File: src/rtl/mem_stage.sv
// mem_stage: memory-access pipeline stage between execute and write-back.
// Captures one execute result per cycle and runs a req/gnt/rvalid data-memory
// transaction for loads and stores. It stalls execute via o_mem_ready and returns
// a registered result bundle to write-back.
// Optional feature: define MEM_MISALIGN_CHECK_EN to trap misaligned H/W accesses
// (adds the o_misaligned port).
module mem_stage #(
    parameter int unsigned ALEN = 32,
    parameter int unsigned XLEN = 32
) (
    input  logic            clk,
    input  logic            rst_n,
    input  logic            i_ex_valid,
    input  logic            i_ex_mem_rd,
    input  logic            i_ex_mem_wr,
    input  logic [2:0]      i_ex_funct3,
    input  logic [ALEN-1:0] i_ex_addr,
    input  logic [XLEN-1:0] i_ex_store_data,
    input  logic            i_ex_rf_wr,
    input  logic [4:0]      i_ex_rf_wr_addr,
    input  logic [XLEN-1:0] i_ex_rf_wr_data,
    input  logic            i_ex_mem_to_reg,
    input  logic            i_ex_staller,
    output logic            o_mem_ready,
    output logic            o_dmem_req,
    output logic            o_dmem_we,
    output logic [ALEN-1:0] o_dmem_addr,
    output logic [XLEN-1:0] o_dmem_wdata,
    output logic [3:0]      o_dmem_be,
    input  logic            i_dmem_gnt,
    input  logic            i_dmem_rvalid,
    input  logic [XLEN-1:0] i_dmem_rdata,
`ifdef MEM_MISALIGN_CHECK_EN
    output logic            o_misaligned,
`endif
    output logic            o_mem_valid,
    output logic            o_rf_wr,
    output logic [4:0]      o_rf_wr_addr,
    output logic [XLEN-1:0] o_rf_wr_data,
    output logic            o_mem_to_reg,
    output logic [XLEN-1:0] o_mem_data,
    output logic            o_staller
);

    typedef enum logic [1:0] {StIdle, StReq, StRsp} state_t;

    state_t state_q, state_d;

    // Holding registers for the instruction in flight
    logic [2:0]      funct3_q;
    logic [1:0]      addr_lo_q;
    logic            rf_wr_h;
    logic [4:0]      rf_wr_addr_h;
    logic [XLEN-1:0] rf_wr_data_h;
    logic            mem_to_reg_h;
    logic            staller_h;

    logic            accept, is_mem, mis;
    logic            store_done, load_done;
    logic [3:0]      be_new;
    logic [XLEN-1:0] wdata_new;
    logic [XLEN-1:0] sh_b, sh_h, ld_data;
    logic            misaligned_q;

    assign accept      = (state_q == StIdle) && i_ex_valid;
    assign is_mem      = i_ex_mem_rd | i_ex_mem_wr;
    assign store_done  = (state_q == StReq) && i_dmem_gnt && o_dmem_we;
    assign load_done   = (state_q == StRsp) && i_dmem_rvalid;
    assign o_mem_ready = (state_q == StIdle);
    assign o_dmem_req  = (state_q == StReq);

`ifdef MEM_MISALIGN_CHECK_EN
    assign mis = is_mem && (((i_ex_funct3[1:0] == 2'b01) && i_ex_addr[0]) ||
                            ((i_ex_funct3[1:0] == 2'b10) && (i_ex_addr[1:0] != 2'b00)));
    assign o_misaligned = misaligned_q;
`else
    assign mis = 1'b0;
`endif

    // Byte-lane enables and lane-replicated store data for the incoming access
    always_comb begin
        be_new    = 4'b1111;
        wdata_new = i_ex_store_data;
        case (i_ex_funct3[1:0])
            2'b00: begin
                be_new    = 4'b0001 << i_ex_addr[1:0];
                wdata_new = {4{i_ex_store_data[7:0]}};
            end
            2'b01: begin
                be_new    = 4'b0011 << {i_ex_addr[1], 1'b0};
                wdata_new = {2{i_ex_store_data[15:0]}};
            end
            default: ;
        endcase
    end

    assign sh_b = i_dmem_rdata >> {addr_lo_q, 3'b000};
    assign sh_h = i_dmem_rdata >> {addr_lo_q[1], 4'b0000};

    // Load data alignment and sign/zero extension
    always_comb begin
        ld_data = i_dmem_rdata;
        case (funct3_q)
            3'b000:  ld_data = {{(XLEN-8){sh_b[7]}}, sh_b[7:0]};
            3'b001:  ld_data = {{(XLEN-16){sh_h[15]}}, sh_h[15:0]};
            3'b100:  ld_data = {{(XLEN-8){1'b0}}, sh_b[7:0]};
            3'b101:  ld_data = {{(XLEN-16){1'b0}}, sh_h[15:0]};
            default: ld_data = i_dmem_rdata;
        endcase
    end

    // Next-state logic
    always_comb begin
        state_d = state_q;
        unique case (state_q)
            StIdle: if (accept && is_mem && !mis) state_d = StReq;
            StReq:  if (i_dmem_gnt) state_d = o_dmem_we ? StIdle : StRsp;
            StRsp:  if (i_dmem_rvalid) state_d = StIdle;
            default: state_d = StIdle;
        endcase
    end

    // State register
    always_ff @(posedge clk) begin
        if (!rst_n) state_q <= StIdle;
        else        state_q <= state_d;
    end

    // Capture the accepted instruction and the memory request it drives
    always_ff @(posedge clk) begin
        if (!rst_n) begin
            funct3_q     <= '0;
            addr_lo_q    <= '0;
            rf_wr_h      <= 1'b0;
            rf_wr_addr_h <= '0;
            rf_wr_data_h <= '0;
            mem_to_reg_h <= 1'b0;
            staller_h    <= 1'b0;
            o_dmem_we    <= 1'b0;
            o_dmem_addr  <= '0;
            o_dmem_wdata <= '0;
            o_dmem_be    <= '0;
        end else if (accept) begin
            funct3_q     <= i_ex_funct3;
            addr_lo_q    <= i_ex_addr[1:0];
            rf_wr_h      <= i_ex_rf_wr;
            rf_wr_addr_h <= i_ex_rf_wr_addr;
            rf_wr_data_h <= i_ex_rf_wr_data;
            mem_to_reg_h <= i_ex_mem_to_reg;
            staller_h    <= i_ex_staller;
            // Bus stays quiet for ALU ops and trapped accesses
            if (is_mem && !mis) begin
                o_dmem_we    <= i_ex_mem_wr;
                o_dmem_addr  <= {i_ex_addr[ALEN-1:2], 2'b00};
                o_dmem_wdata <= wdata_new;
                o_dmem_be    <= be_new;
            end
        end
    end

    // Result bundle: valid, rf_wr and misaligned are single-cycle pulses
    always_ff @(posedge clk) begin
        if (!rst_n) begin
            o_mem_valid  <= 1'b0;
            o_rf_wr      <= 1'b0;
            o_rf_wr_addr <= '0;
            o_rf_wr_data <= '0;
            o_mem_to_reg <= 1'b0;
            o_mem_data   <= '0;
            o_staller    <= 1'b0;
            misaligned_q <= 1'b0;
        end else begin
            o_mem_valid  <= 1'b0;
            o_rf_wr      <= 1'b0;
            misaligned_q <= 1'b0;
            if (accept && (!is_mem || mis)) begin
                o_mem_valid  <= 1'b1;
                o_rf_wr      <= i_ex_rf_wr & ~mis;
                o_rf_wr_addr <= i_ex_rf_wr_addr;
                o_rf_wr_data <= i_ex_rf_wr_data;
                o_mem_to_reg <= i_ex_mem_to_reg;
                o_mem_data   <= '0;
                o_staller    <= i_ex_staller;
                misaligned_q <= mis;
            end else if (store_done || load_done) begin
                o_mem_valid  <= 1'b1;
                o_rf_wr      <= rf_wr_h;
                o_rf_wr_addr <= rf_wr_addr_h;
                o_rf_wr_data <= rf_wr_data_h;
                o_mem_to_reg <= mem_to_reg_h;
                o_mem_data   <= load_done ? ld_data : '0;
                o_staller    <= staller_h;
            end
        end
    end

`ifndef MEM_MISALIGN_CHECK_EN
    logic unused_mis;
    assign unused_mis = misaligned_q;
`endif

endmodule

File: config.mk
export PLATFORM = sky130hd
export DESIGN_NAME = mem_stage
export DESIGN_NICKNAME = d
export VERILOG_FILES = /design/src/rtl/mem_stage.sv
export SDC_FILE = /design/constraint.sdc
export NUM_CORES = 1
export LEC_CHECK = 0
export CAP_MARGIN = 25
export CORE_MARGIN = 1.5
export CORE_UTILIZATION = 44
export CTS_CLUSTER_SIZE = 28
export DETAILED_ROUTE_END_ITERATION = 6
export PLACE_DENSITY = 0.78
export SLEW_MARGIN = 20
export SYNTH_ARGS = -nofsm -noshare
export SYNTH_HDL_FRONTEND = slang
export SYNTH_SLANG_ARGS = --single-unit
File: constraint.sdc
create_clock -name clk -period 2 [get_ports clk]
set_input_delay 0.2 -clock clk [delete_from_list [all_inputs] [get_ports clk]]
set_output_delay 0.2 -clock clk [all_outputs]
set_load 0.02 [all_outputs]
---- Yosys cells after proc, flatten, opt, wreduce, memory -nomap -nowiden ----
Index checks and enable logic that the tools add are counted.
word-level totals
  register bits after elaboration ......... 187
  bits in latches ......................... 0
  RAM bits ................................ 0
  ROM bits ................................ 0
  input port bits ......................... 146
  output and inout bits ................... 144
  memories kept ........................... 0
cells by class
  add/sub/neg operators ................... 0
  $mul .................................... 0
  divide/modulo/power cells ............... 0
  order comparisons ....................... 0
  equality and inequality tests ........... 9
  shifts and indexed selects .............. 4
  muxes and demuxes ....................... 21
  bitwise gates (word level) .............. 2
  reduce and logical (&&, ||, !) cells .... 15
operators by type and width
  operator             count
  $pmux 32 s4          1
  $mux 32              3
  $pmux 32 s2          1
  $shr 32x5->16        1
  $shr 32x5->8         1
  $mux 5               2
  $mux 1               8
  $mux 2               4
  $pmux 4 s2           1
  $eq 3x3->1 const B   2
  $logic_and 1x1->1    6
  $pmux 2 s3           1
  $eq 2x1->1 const B   2
  $logic_not 2->1      2
  $ne 2x1->1 const B   2
  $shl 1x2->4 const A  1
  $shl 2x2->4 const A  1
  $eq 3x1->1 const B   1
  $logic_not 3->1      1
  $reduce_and 3->1     1
  $eq 2x2->1 const B   1
  $ne 2x2->1 const B   1
  $reduce_and 2->1     1
  $reduce_bool 2->1    1
  other kinds (5)      5

---- Logic depth before layout (Yosys ltp) ----
  depth after elaboration ................. 6
  gate-level depth with buffers ........... 7
  depth with buffers taken out ............ 5

---- Worst setup path before layout ----
Ideal clock, no wire load.
  kind .................................... register -> register
  start ................................... register state_q[1]
  end ..................................... register o_mem_data[30]
  arrival ................................. 1.545 ns
  data required time ...................... 1.878 ns
  slack ................................... 0.333 ns
  cell stages (with the launch flop) ...... 6
  period minus slack after synthesis ...... 1.667 ns
  cell sequence ........................... dfxtp_1 > or3b_4 > o21ai_4 > nor2_4 > buf_6 > a221o_1
between the ends
  cells in the longest elaborated chain, start to end .. 4
  elaborated cells on any way between the ends .. 11
  those cells by class .................... eq/ne (2); mux (1); reduce/logical (8)
ends and longest elaborated chain
  element                                                     line     text
  start: declaration                                          47       state_t state_q, state_d;
  start signal: assignment                                    125      if (!rst_n) state_q <= StIdle;
  start signal: assignment                                    126      else state_q <= state_d;
  $eq 2x1->1 / $logic_not 2->1 (equally long branches)        67, 65
  $logic_and 1x1->1 (on tied branches)                        67, 65
  $logic_and 1x1->1 (on tied branches)                        67, 176
  $logic_or 1x1->1 / $reduce_or 2->1 (equally long branches)  --
  end signal: assignment                                      191      o_mem_data <= load_done ? ld_data : '0;
  end: declaration                                            41       output logic [XLEN-1:0] o_mem_data,
Several ways; a longest one is shown, not always the timed one.
A chain may end at the register's enable or synchronous reset.

---- Final worst setup path ----
  start ................................... register funct3_q[0]
  end ..................................... register o_mem_data[19]
between the ends
  cells in the longest elaborated chain, start to end .. 3
  elaborated cells on any way between the ends .. 6
  those cells by class .................... eq/ne (3); mux (2); reduce/logical (1)
ends and longest elaborated chain
  element                                   line  text
  start: declaration                        50    logic [2:0] funct3_q;
  start signal: assignment                  144   funct3_q <= i_ex_funct3;
  $eq 3x3->1, or another cell as far along  103   case (funct3_q)
  $pmux 32 s4 (*)                           103
  $mux 32 (*)                               191
Mark *: on every way between the ends. The rest lies on a longest branch, timed or not.

==> results by group <==
Synth
  – Synth Instances: 915
  – Post-synth EDFFs: 0
  – Yosys cell types: 46
  – Synth top area share: 49.74%
  – Synthesized cell area: 7526 µm²
  – Asr flop ratio synth: 0%
  – Synth cell count leaders: nand2_1, dfxtp_1, a21oi_1, clkbuf_1, o21ai_0
  – Post-synth top area cell: dfxtp_1
  – Register area share after synthesis: 49.74%
  – Yosys reg bits: 187
  – Prevailing post-synth register cell: dfxtp_1
  – Most numerous cell in the Yosys netlist: nand2_1
  – Yosys warnings: 0
  – Syn_area_per_cell: 8.225 µm²
  – Largest cells by area after synthesis: dfxtp_1, nand2_1, a21oi_1

Floorplanning
  – Core area: 16,640 µm²
  – DIE AREA: 17,900 µm²
  – Initial Utilization: 45.22%
  – I/O pin count: 290
  – Vert. Die Dim: 133.8 µm
  – Width of the die: 133.8 µm
  – Rows: 47

Placement
  – IO Port Bufs: 287
  – Cell Area, Placed: 10,710 µm²
  – Place WS: -0.01276 ns
  – HPWL after DPL: 15,910 µm
  – Gp weighted congestion: 0.8082

Clocking
  – Clock transition at path regs: 0.08 ns
  – Total CTS buffers: 17
  – CTS max path bufs: 2
  – TritonCTS Sinks: 187
  – Skew-Pair Late Insertion Delay: 0.43 ns
  – Post-cts resize count: 1
  – CTS tree: built
  – Hold buffer count at CTS: 0
  – Setup bufs post-CTS: 0
  – H-tree levels: 4
  – Clk root buf: clkbuf_16

Power
  – NetSw: 2652 µW
  – VDD IR max: 595.4 µV
  – PD cells: 806.7 nW/µm²
  – Pint: 6471 µW
  – Sequential share of power: 44.6%
  – Clock share of power: 37.3%
  – Tot Pwr: 9123 µW
  – Comb pwr share: 18.2%
  – P_leak: 0.004090 µW
  – Sw Share: 29.07%

Final layout
  – N_diodes: 0
  – Synth-to-layout area growth: 50.26%
  – Design area: 11,310 µm²
  – Post-layout net count: 1,327
  – Layout cell share with drive strength beyond 1: 7.286%

Min path
  – Hold Crit Class: in -> reg

Status
  – Status: finished clean

Setup path
  – CP max FO: 16
  – Cells along the critical path: nor2_1 > mux2i_1 > nor4b_4 > a221o_1
  – Startpoint Class: register
  – Critical Path AT: 2.20 ns
  – Peak per-stage delay on the critical path: 0.71 ns
  – Critical path required time: 2.36 ns
  – Worst path slowest cell: nor4b_4
  – CP Capture Type: register
  – Crit Path Category: reg -> reg

GRT
  – Initial antenna violation count: 0
  – Vias in the first global route: 7,107
  – Total congestion overflow: 0
  – First-pass GRT wire length: 36,750 µm
  – Gr usage total: 25.64%
  – Largest net degree at the start of global routing: 117

Drt
  – Iter 0 DRT Violations: 497
  – Post-Route WL: 23,180 µm
  – Number of detailed-route iterations in the first pass: 5
  – Post-route DRC: 0
  – DR vias/cell: 5.311
  – Wire per inst: 16.40 µm
  – Routed Antenna Nets: 0
  – Via count: 7,510

STA
  – Setup TNS: 0 ns
  – Clk_skew: 0.01718 ns
  – Maximum achievable frequency: 543.6 MHz
  – Count of pins over their slew limit: 0
  – Slew headroom: 44.42%
  – Crit share post-route: 91.97%
  – Final Hold Viols: 0
  – Final Setup Violations: 0
  – Worst Slack Setup Final: 0.1605 ns
  – Worst hold slack: 0.3095 ns
  – Final min period: 1.839 ns
  – Least-Margin Pin Slew: 0.8303 ns
  – RSZ-0062 raised after global routing: no

Flow run
  – Max cap viols: 0
## stage by stage
step | utilization, % | std cells
final | 67.95 | 1414
after global routing | 67.95 | 1414
after CTS | 67.95 | 1414
after detailed placement | 64.33 | 1382
after global placement | 64.33 | 1382
after floorplan | - | 916
## critical path: cells and delay by family, from the launching register on
family | cells | cell delay (ns)
AO/OA/AOI/OAI | 1 | 0.21
flip-flops | 1 | 0.59
multiplexers | 1 | 0.16
AND/OR/NAND/NOR | 2 | 0.81
## logic make-up after synthesis
kind of cell | synth area share, %
AOI/OAI and AO/OA | 22.09
buffers and inverters | 4.937
DFF | 49.74
muxes | 3.907
other | 0.04983
and+or+nand+nor | 19.27
## metal layers
layer | share of wire (%) | vias to the layer above | track usage, %
met5 | 0 | - | 0
met4 | 1.7 | 0 | 7.669
met2 | 49 | 274 | 43.21
li1 | - | 3691 | -
met1 | 41 | 3518 | 31.26
met3 | 8.6 | 27 | 8.277
## power by group through the flow
stage | clock network (µW) | logic, µW | registers, µW
6_report | 3400 | 1660 | 4070
5_1_grt | 3630 | 1790 | 4090
4_1_cts | 3460 | 1660 | 4070
3_5_place_dp | 0 | 1660 | 4150
3_3_place_gp | 0 | 1640 | 4140
2_1_floorplan | 0 | 623 | 4310
## cell type report
cell class | count | area (µm²)
Clock buffer | 18 | 439.2
Clock inverter | 14 | 163.9
Fill cell | 1359 | 5334
Inverter | 5 | 21.27
Multi-Input combinational cell | 650 | 3446
Sequential cell | 187 | 3744
Tap cell | 220 | 275.3
Timing Repair Buffer | 320 | 3219
## final timing paths
path | startpoint | depth (start not counted) | slack [ns] | end
worst max-delay path | funct3_q[0]$_SDFFE_PN0P_ | 4 | 0.16 | o_mem_data[19]$_SDFFE_PP0P_
worst min-delay path | i_ex_addr[22] | 3 | 0.31 | o_dmem_addr[22]$_SDFFE_PN0P_
worst max register to register | funct3_q[0]$_SDFFE_PN0P_ | 4 | 0.16 | o_mem_data[19]$_SDFFE_PP0P_
worst min register to register | o_mem_data[4]$_SDFFE_PP0P_ | 2 | 0.45 | o_mem_data[4]$_SDFFE_PP0P_
## placed cells by master, fill, tap and decap left out, types with 2 or more instances in the layout
| master | synthesis | final |
|---|---|---|
| nor2b_1 | 2 | 2 |
| a21oi_1 | 103 | 103 |
| conb_1 | 1 | 2 |
| nand3b_1 | 2 | 2 |
| inv_1 | 3 | 3 |
| a31oi_1 | 40 | 39 |
| o21ai_4 | 1 | 2 |
| clkdlybuf4s50_1 | 0 | 286 |
| o31a_1 | 7 | 7 |
| nor2_1 | 31 | 31 |
| buf_12 | 0 | 8 |
| o221ai_1 | 7 | 7 |
| a32o_1 | 8 | 8 |
| mux2_2 | 9 | 9 |
| clkbuf_16 | 0 | 17 |
| mux2i_1 | 17 | 17 |
| buf_4 | 11 | 25 |
| a211oi_1 | 9 | 9 |
| o21ai_0 | 50 | 50 |
| clkinv_8 | 0 | 4 |
| nand2b_1 | 12 | 12 |
| a311oi_1 | 11 | 11 |
| o211ai_1 | 7 | 7 |
| a221o_1 | 16 | 16 |
| inv_6 | 0 | 4 |
| inv_8 | 0 | 5 |
| nor3_1 | 3 | 3 |
| dfxtp_1 | 187 | 187 |
| nand2_1 | 296 | 295 |
| nor2_4 | 2 | 2 |
(Power assumes the default switching activity.)
